==> src/rtl/programmable_clock_divider_pkg.sv <==
// Shared mode constants and channel configuration record for the clock divider.
package programmable_clock_divider_pkg;

  localparam logic MODE_TOGGLE = 1'b0;
  localparam logic MODE_PULSE  = 1'b1;

  // Divisor field is sized for the widest supported DIV_WIDTH; channels zero-extend.
  localparam int CFG_DIV_W = 32;

  typedef struct packed {
    logic                 en;
    logic                 mode;
    logic [CFG_DIV_W-1:0] div;
  } ch_cfg_t;

endpackage

==> src/rtl/programmable_clock_divider_channel.sv <==
// One divider channel: counter, terminal-count strobe, and active/shadow config
// so divisor and mode changes land only on a terminal count.
module divider_channel
  import programmable_clock_divider_pkg::*;
#(
  parameter int DIV_WIDTH   = 11,
  parameter int DEFAULT_DIV = 2047,
  parameter bit DEFAULT_EN  = 1'b1
) (
  input  logic                 clk_i,
  input  logic                 rst_i,
  input  logic                 we_i,
  input  logic                 cfg_en_i,
  input  logic                 cfg_mode_i,
  input  logic [DIV_WIDTH-1:0] cfg_div_i,
  output logic                 out_o,
  output logic                 tick_o,
  output logic                 pending_o
);

  localparam ch_cfg_t RST_CFG = '{en: DEFAULT_EN, mode: MODE_TOGGLE, div: CFG_DIV_W'(DEFAULT_DIV)};

  ch_cfg_t              act_q, act_d;
  ch_cfg_t              shd_q, shd_d;
  ch_cfg_t              wr_cfg;
  logic                 pend_q, pend_d;
  logic [DIV_WIDTH-1:0] cnt_q, cnt_d;
  logic                 out_q, out_d;
  logic                 tick_q, tick_d;
  logic                 tc;

  assign wr_cfg = '{en: cfg_en_i, mode: cfg_mode_i, div: CFG_DIV_W'(cfg_div_i)};
  assign tc     = act_q.en && (CFG_DIV_W'(cnt_q) == act_q.div);

  always_comb begin
    act_d  = act_q;
    shd_d  = shd_q;
    pend_d = pend_q;
    if (tc && pend_q) begin
      act_d  = shd_q;
      pend_d = 1'b0;
    end
    // Disabling, or configuring an idle channel, has no period to protect.
    if (we_i) begin
      if (!cfg_en_i || !act_q.en) begin
        act_d  = wr_cfg;
        shd_d  = wr_cfg;
        pend_d = 1'b0;
      end else begin
        shd_d  = wr_cfg;
        pend_d = 1'b1;
      end
    end

    cnt_d  = cnt_q;
    out_d  = out_q;
    tick_d = 1'b0;
    if (!act_q.en || !act_d.en) begin
      cnt_d = '0;
      out_d = 1'b0;
    end else if (tc) begin
      cnt_d  = '0;
      tick_d = 1'b1;
      if (act_d.mode != act_q.mode) begin
        out_d = 1'b0;
      end else if (act_q.mode == MODE_PULSE) begin
        out_d = 1'b1;
      end else begin
        out_d = ~out_q;
      end
    end else begin
      cnt_d = cnt_q + DIV_WIDTH'(1);
      if (act_q.mode == MODE_PULSE) begin
        out_d = 1'b0;
      end
    end
  end

  always_ff @(posedge clk_i or posedge rst_i) begin
    if (rst_i) begin
      act_q  <= RST_CFG;
      shd_q  <= RST_CFG;
      pend_q <= 1'b0;
      cnt_q  <= '0;
      out_q  <= 1'b0;
      tick_q <= 1'b0;
    end else begin
      act_q  <= act_d;
      shd_q  <= shd_d;
      pend_q <= pend_d;
      cnt_q  <= cnt_d;
      out_q  <= out_d;
      tick_q <= tick_d;
    end
  end

  assign out_o     = out_q;
  assign tick_o    = tick_q;
  assign pending_o = pend_q;

endmodule

==> src/rtl/programmable_clock_divider.sv <==
// Multi-channel programmable clock divider; decodes the config channel index
// and fans the write out to NUM_CH independent divider channels.
module programmable_clock_divider
  import programmable_clock_divider_pkg::*;
#(
  parameter int  NUM_CH      = 4,
  parameter int  DIV_WIDTH   = 11,
  parameter int  DEFAULT_DIV = 2047,
  parameter bit  DEFAULT_EN  = 1'b1,
  localparam int CH_W        = (NUM_CH > 1) ? $clog2(NUM_CH) : 1
) (
  input  logic                 IN_50Mhz,
  input  logic                 RESET,
  input  logic                 CFG_WE,
  input  logic [CH_W-1:0]      CFG_CH,
  input  logic [DIV_WIDTH-1:0] CFG_DIV,
  input  logic                 CFG_MODE,
  input  logic                 CFG_EN,
  output logic [NUM_CH-1:0]    OUT,
  output logic [NUM_CH-1:0]    TICK,
  output logic [NUM_CH-1:0]    PENDING
);

  // Exact-match decode: indices at or above NUM_CH select no channel.
  for (genvar i = 0; i < NUM_CH; i++) begin : g_ch
    logic we_ch;
    assign we_ch = CFG_WE && (CFG_CH == CH_W'(i));

    divider_channel #(
      .DIV_WIDTH  (DIV_WIDTH),
      .DEFAULT_DIV(DEFAULT_DIV),
      .DEFAULT_EN (DEFAULT_EN)
    ) u_ch (
      .clk_i     (IN_50Mhz),
      .rst_i     (RESET),
      .we_i      (we_ch),
      .cfg_en_i  (CFG_EN),
      .cfg_mode_i(CFG_MODE),
      .cfg_div_i (CFG_DIV),
      .out_o     (OUT[i]),
      .tick_o    (TICK[i]),
      .pending_o (PENDING[i])
    );
  end

endmodule

==> config.mk <==
export PLATFORM = sky130hd
export DESIGN_NAME = programmable_clock_divider
export DESIGN_NICKNAME = d
export VERILOG_FILES = /design/src/rtl/programmable_clock_divider_pkg.sv /design/src/rtl/programmable_clock_divider_channel.sv /design/src/rtl/programmable_clock_divider.sv
export SDC_FILE = /design/constraint.sdc
export NUM_CORES = 1
export LEC_CHECK = 0
export CORE_MARGIN = 10
export CORE_UTILIZATION = 55
export CTS_BUF_LIST = sky130_fd_sc_hd__clkbuf_4 sky130_fd_sc_hd__clkbuf_8
export CTS_CLUSTER_DIAMETER = 50
export DETAILED_ROUTE_END_ITERATION = 16
export PLACE_DENSITY = 0.82
export SLEW_MARGIN = 20
export SYNTH_ARGS = -nofsm -noshare
export SYNTH_HDL_FRONTEND = slang
export SYNTH_HIERARCHICAL = 1
export SYNTH_SLANG_ARGS = --single-unit
==> constraint.sdc <==
create_clock -name IN_50Mhz -period 2.05 [get_ports IN_50Mhz]
set_input_delay 0.615 -clock IN_50Mhz [delete_from_list [all_inputs] [get_ports IN_50Mhz]]
set_output_delay 0.615 -clock IN_50Mhz [all_outputs]
set_load 0.1 [all_outputs]
* After elaboration in Yosys (flattened, before gate mapping)
Cells that the tools add are included.
Widths: inputs -> output; s select.
** Operators by class
- Bitwise logic cells :: 4
- Multiplexer cells :: 60
- $add $sub $neg :: 4
- Reductions and logical operators :: 38
- Equality and inequality tests :: 11
** Operators with widths (count)
- $mux 34 :: 12
- $eq 11x32->1 :: 4
- $mux 11 :: 8
- $add 11x1->11 const B :: 4
- $mux 1 :: 40
- $logic_and 1x1->1 :: 12
- $reduce_bool 3->1 :: 4
- $logic_not 1->1 :: 9
- $logic_or 1x1->1 :: 8
- $reduce_bool 2->1 :: 4
- $eq 2x2->1 const B :: 2
- $ne 1x1->1 :: 4
- $not 1->1 :: 4
- $eq 2x1->1 const B :: 1
- $logic_not 2->1 :: 1
** Word-level totals
- Register bits :: 244
- Output and inout port bits :: 12
- Input bits :: 18
- Logic and storage cells :: 157

* Depth between registers and ports, before layout
- Depth after elaboration :: 10
- Mapped depth :: 8
- Mapped depth without buffers :: 7

* By module
The synthesis kept the hierarchy.
** By module, submodules not included
- divider_channel :: sequential area each 1556.5 um^2, cells each 222, area an instance 2653.8 um^2, instances 4
- programmable_clock_divider :: sequential area each 0.0 um^2, cells each 4, area an instance 37.5 um^2, instances 1

* Least setup slack after synthesis
OpenSTA, ideal clock, no wires.
- Path kind :: input-to-reg
- Start point :: in CFG_CH[1]
- End point :: reg g_ch[1].u_ch.out_q
- Buffers on the path :: 1
- Stages on the path :: 8
- Slack :: -0.165 ns
- Data arrival time :: 2.087 ns
- Data required time :: 1.922 ns
- Library setup time :: 0.128 ns
- Cells stage by stage :: and3b_1 -> buf_2 -> a21boi_2 -> nand4bb_1 -> o21ai_1 -> mux2_1 -> a211oi_1 -> a21oi_1
** On the way
- Longest elaborated chain between the ends :: 7
- Elaborated cells on any way between the ends :: 10
- Classes of those cells :: 2 x eq/ne; 4 x mux; 4 x reduce/logical
** RTL lines
- start, declared :: line programmable_clock_divider.sv:15 : input logic [CH_W-1:0] CFG_CH,
- $eq 2x1->1 * :: line programmable_clock_divider.sv:27 : assign we_ch = CFG_WE && (CFG_CH == CH_W'(i));
- $logic_and 1x1->1 * :: line programmable_clock_divider.sv:27
- $mux 34 * :: line programmable_clock_divider_channel.sv:44 : if (we_i) begin
- $ne 1x1->1 :: line programmable_clock_divider_channel.sv:64 : if (act_d.mode != act_q.mode) begin
- $mux 1 :: line programmable_clock_divider_channel.sv:64
- $mux 1 :: line programmable_clock_divider_channel.sv:61 : end else if (tc) begin
- $mux 1 :: line programmable_clock_divider_channel.sv:58 : if (!act_q.en || !act_d.en) begin
- end signal, assigned :: line programmable_clock_divider_channel.sv:92 : out_q <= out_d;
- end, declared :: line programmable_clock_divider_channel.sv:28 : logic out_q, out_d;
Mark *: on every way between the ends. The rest lies on a longest branch, timed or not.
A chain may end at the register's enable or synchronous reset.

* Worst setup path in the final report
- Start point :: in CFG_CH[0]
- End point :: reg g_ch[2].u_ch.out_q
** On the way
- Longest elaborated chain between the ends :: 7
- Elaborated cells on any way between the ends :: 10
- Classes of those cells :: 2 x eq/ne; 4 x mux; 4 x reduce/logical
** RTL lines
- $eq 2x2->1 * :: line programmable_clock_divider.sv:27
- $logic_and 1x1->1 * :: line programmable_clock_divider.sv:27
- named net g_ch[2].we_ch :: line programmable_clock_divider.sv:26 : logic we_ch;
- $mux 34 * :: line programmable_clock_divider_channel.sv:44
- $ne 1x1->1 :: line programmable_clock_divider_channel.sv:64
- $mux 1 :: line programmable_clock_divider_channel.sv:64
- $mux 1 :: line programmable_clock_divider_channel.sv:61
- $mux 1 :: line programmable_clock_divider_channel.sv:58
- end signal, assigned :: line programmable_clock_divider_channel.sv:92
- end, declared :: line programmable_clock_divider_channel.sv:28
Mark *: on every way through the listed nets, which the timed path passes. The rest lies on a longest branch.

==> flow_summary.ini <==
[status]
outcome = finished clean

[detailed_routing]
first_iter_violations = 339
vias = 6853
wl_met2_mm = 10.5
postRouteAntennaNets = 0
drc = 0
totalWireLength_mm = 21.6
dr.pass1.iters = 5
wl_met1_mm = 9.61
wl_per_cell_um = 16.8
viasPerCell = 5.35
wl_met3_um = 895
highest_layer = met4

[clock_tree]
clkSlewWorstSetupHoldPaths_ns = 0.06
h-tree-depth = 2
clk_latency_ns = 0.54
clk_root_buffer_cell = clkbuf_8
cts_hold_buffers = 0
cts_sinks = 244
cts_buffers = 40
clockBufferDepth = 3
cts_tree = done

[timing]
setup_viol = 0
tightest_slew_ns = 0.531
max_freq_mhz = 493
finalCriticalPeriod_ns = 2.03
hold_viol = 0
slew_headroom_pct = 64.5
setup_tns_ns = 0
skew_ns = 0.0209
slew_viol_final = 0
fin_crit_sh_pct = 99.0
rsz0062_at_grt = yes

[hold_path]
min_from = g_ch[2].u_ch/act_q[12]$_DFF_PP0_
hold_end = g_ch[2].u_ch/act_q[12]$_DFF_PP0_
hp-class = reg2reg
whs_path_depth = 1

[critical_path]
r2r_cells = 7
worstSetupPathType = in2reg
cp_max_fo = 4
cp.arrival_ns = 2.46
cp.required_ns = 2.48
rr_endpoint = g_ch[0].u_ch/act_q[7]$_DFF_PP1_
end_kind = flop
r2r_slack_ns = 0.08
cp-start-kind = input pin
reg2reg_from = g_ch[0].u_ch/act_q[25]$_DFF_PP0_

[final_layout]
n_fill_cell = 1387
area_growth_pct = 20.8
nNetsFinal = 1012
drive_gt1_share_pct = 29.8
final_area_um2 = 12900

[yosys]
yosys_register_bits = 244
synth_top_cell_by_area = dfrtp_1
yosys_warnings = 6
synthesis.nets = 914
yosys.area.top_type_share_pct = 34.8
yosysMostFrequentCell = dfrtp_1
synth_area_per_cell_um2 = 11.9
synthTopCellsByCount = 148 x dfrtp_1, 96 x dfstp_2, 88 x nor2b_1
ys_types = 37
synth_seq_area_share_pct = 58.4
syn_inst = 892
syn_area_um2 = 10700
async_reset_ff_share_pct = 100
synth_ff_type = dfrtp_1
synth_edf_count = 0
synthTopCellsByArea = dfrtp_1 35%, dfstp_2 24%, nor2b_1 5.2%, mux2i_1 4.5%, xnor2_1 3.3%

[global_route]
first_global_vias = 7224
antenna_found_initial = 2
grt_max_degree = 62
grt_overflow_total = 0
grt_pass1_wl_mm = 36.1
grt_usage_pct = 16.9

[placement]
place_area_um2 = 11900
io_buffers = 29
globalplace.congestion = 0.803
dp_hpwl_mm = 14.2

[run]
drv_cap = 0

[floorplanning]
die_h_um = 159
dieArea_um2 = 25300
core_area_um2 = 18900
start_util_pct = 56.4
row_count = 50
die_w_um = 159
ios = 30

[pwr]
p_leak_nw = 6.07
ir_drop_mv = 0.633
cellPowerDensity_nw_per_um2 = 983
-- final cells by class --
class / count / area (um^2) / share of cell area, %
diodes: 2 / 5.00 / 0.0389
clock buffers: 70 / 870 / 6.76
clock inverters: 2 / 10.0 / 0.0778
inverters: 16 / 75.1 / 0.583
multi-input cells: 600 / 4330 / 33.6
flip-flops and latches: 244 / 6230 / 48.4
well taps: 260 / 325 / 2.53
repair buffers: 88 / 1030 / 8.03
-- through the flow --
stage	utilization [%]	std cells	power, mW	setup slack (ns)	hold slack (ns)
finish	68.1	1282	12.7	0.0196	0.497
global route	68.1	1281	13.2	-0.0378	0.509
CTS	67.7	1278	12.8	0.000955	0.504
detailed placement	62.9	1206	8.16	-0.568	0.487
global placement	62.9	1206	8.05	-0.527	0.481
floorplan	-	892	7.43	-0.0851	0.465
-- cells in the final DEF, fill, tap and decap left out, types with 15 or more instances in the layout --
cell / synthesis / final
dfrtp_1: 148 / 147
dfstp_2: 96 / 96
nor2b_1: 88 / 88
nand2_1: 72 / 72
nor2_1: 68 / 68
clkbuf_8: 0 / 55
o21ai_1: 52 / 50
mux2i_1: 48 / 48
buf_4: 0 / 44
xnor2_1: 40 / 40
xor2_1: 40 / 40
nand3_1: 32 / 32
buf_12: 0 / 26
mux2_1: 28 / 25
mux2_2: 24 / 24
and3_1: 16 / 16
clkbuf_4: 0 / 15
clkdlybuf4s50_1: 0 / 15
-- kinds of logic after synthesis --
| group | count (synthesis) | share of synthesized area [%] |
|---|---|---|
| adder cells (fa/ha/maj) | 4 | 0.470 |
| flip-flops | 244 | 58.4 |
| multiplexers | 100 | 10.0 |
| XOR/XNOR | 80 | 6.58 |
| AO/OA/AOI/OAI | 80 | 4.46 |
| buffers and inverters | 48 | 2.07 |
| AND/OR/NAND/NOR | 336 | 18.0 |
-- routing by layer --
layer | GRT usage (%) | up-vias
met2 | 28.0 | 114
met3 | 4.00 | 46
met4 | 5.86 | 0
met1 | 21.3 | 3444
met5 | 0 | -
li1 | - | 3249
-- how the worst max path moves through the flow --
stage	startpoint	to	slack, ns	cells after the start
5_1_grt	g_ch[3].u_ch/act_q[11]$_DFF_PP0_	g_ch[3].u_ch/act_q[8]$_DFF_PP1_	-0.04	7
3_3_place_gp	CFG_CH[1]	g_ch[1].u_ch/out_o$_DFFE_PP0P_	-0.53	8
4_1_cts	CFG_CH[0]	g_ch[2].u_ch/out_o$_DFFE_PP0P_	0.001	8
6_report	CFG_CH[0]	g_ch[2].u_ch/out_o$_DFFE_PP0P_	0.02	8
2_1_floorplan	g_ch[0].u_ch/pending_o$_DFFE_PP0P_	g_ch[0].u_ch/out_o$_DFFE_PP0P_	-0.09	6
3_5_place_dp	CFG_CH[1]	g_ch[1].u_ch/out_o$_DFFE_PP0P_	-0.57	8
-- flip-flops by register name (all words and copies together) (netlist names) --
| signal | flops |
|---|---|
| g_ch.u_ch/act_q | 136 |
| g_ch.u_ch/cnt_q | 44 |
| g_ch.u_ch/out_o | 4 |
| g_ch.u_ch/pending_o | 4 |
| g_ch.u_ch/shd_q | 52 |
| g_ch.u_ch/tick_o | 4 |
-- report_power, final --
part           switching [mW]  internal, mW  total [mW]
registers               0.455          5.62        6.07
logic                    1.11         0.933        2.04
clock network            1.89          2.65        4.54
-- what timing repair did --
action,4_1_cts,5_1_grt
buffers inserted,0,2
gates resized for setup,6,16
endpoints found under the hold margin,0,0
pin swaps,5,16
endpoints found under the setup margin,19,30
gates cloned,0,0
-- worst max-delay path, stage by stage --
cell and delay, ns:
clkdlybuf4s50_1 0.48, and3b_2 0.24, a21boi_4 0.16, nand4bb_1 0.21, o21ai_2 0.16, mux2_4 0.31
a211oi_2 0.22, a21oi_1 0.06
Note: power is estimated with default switching activity, not from simulation.
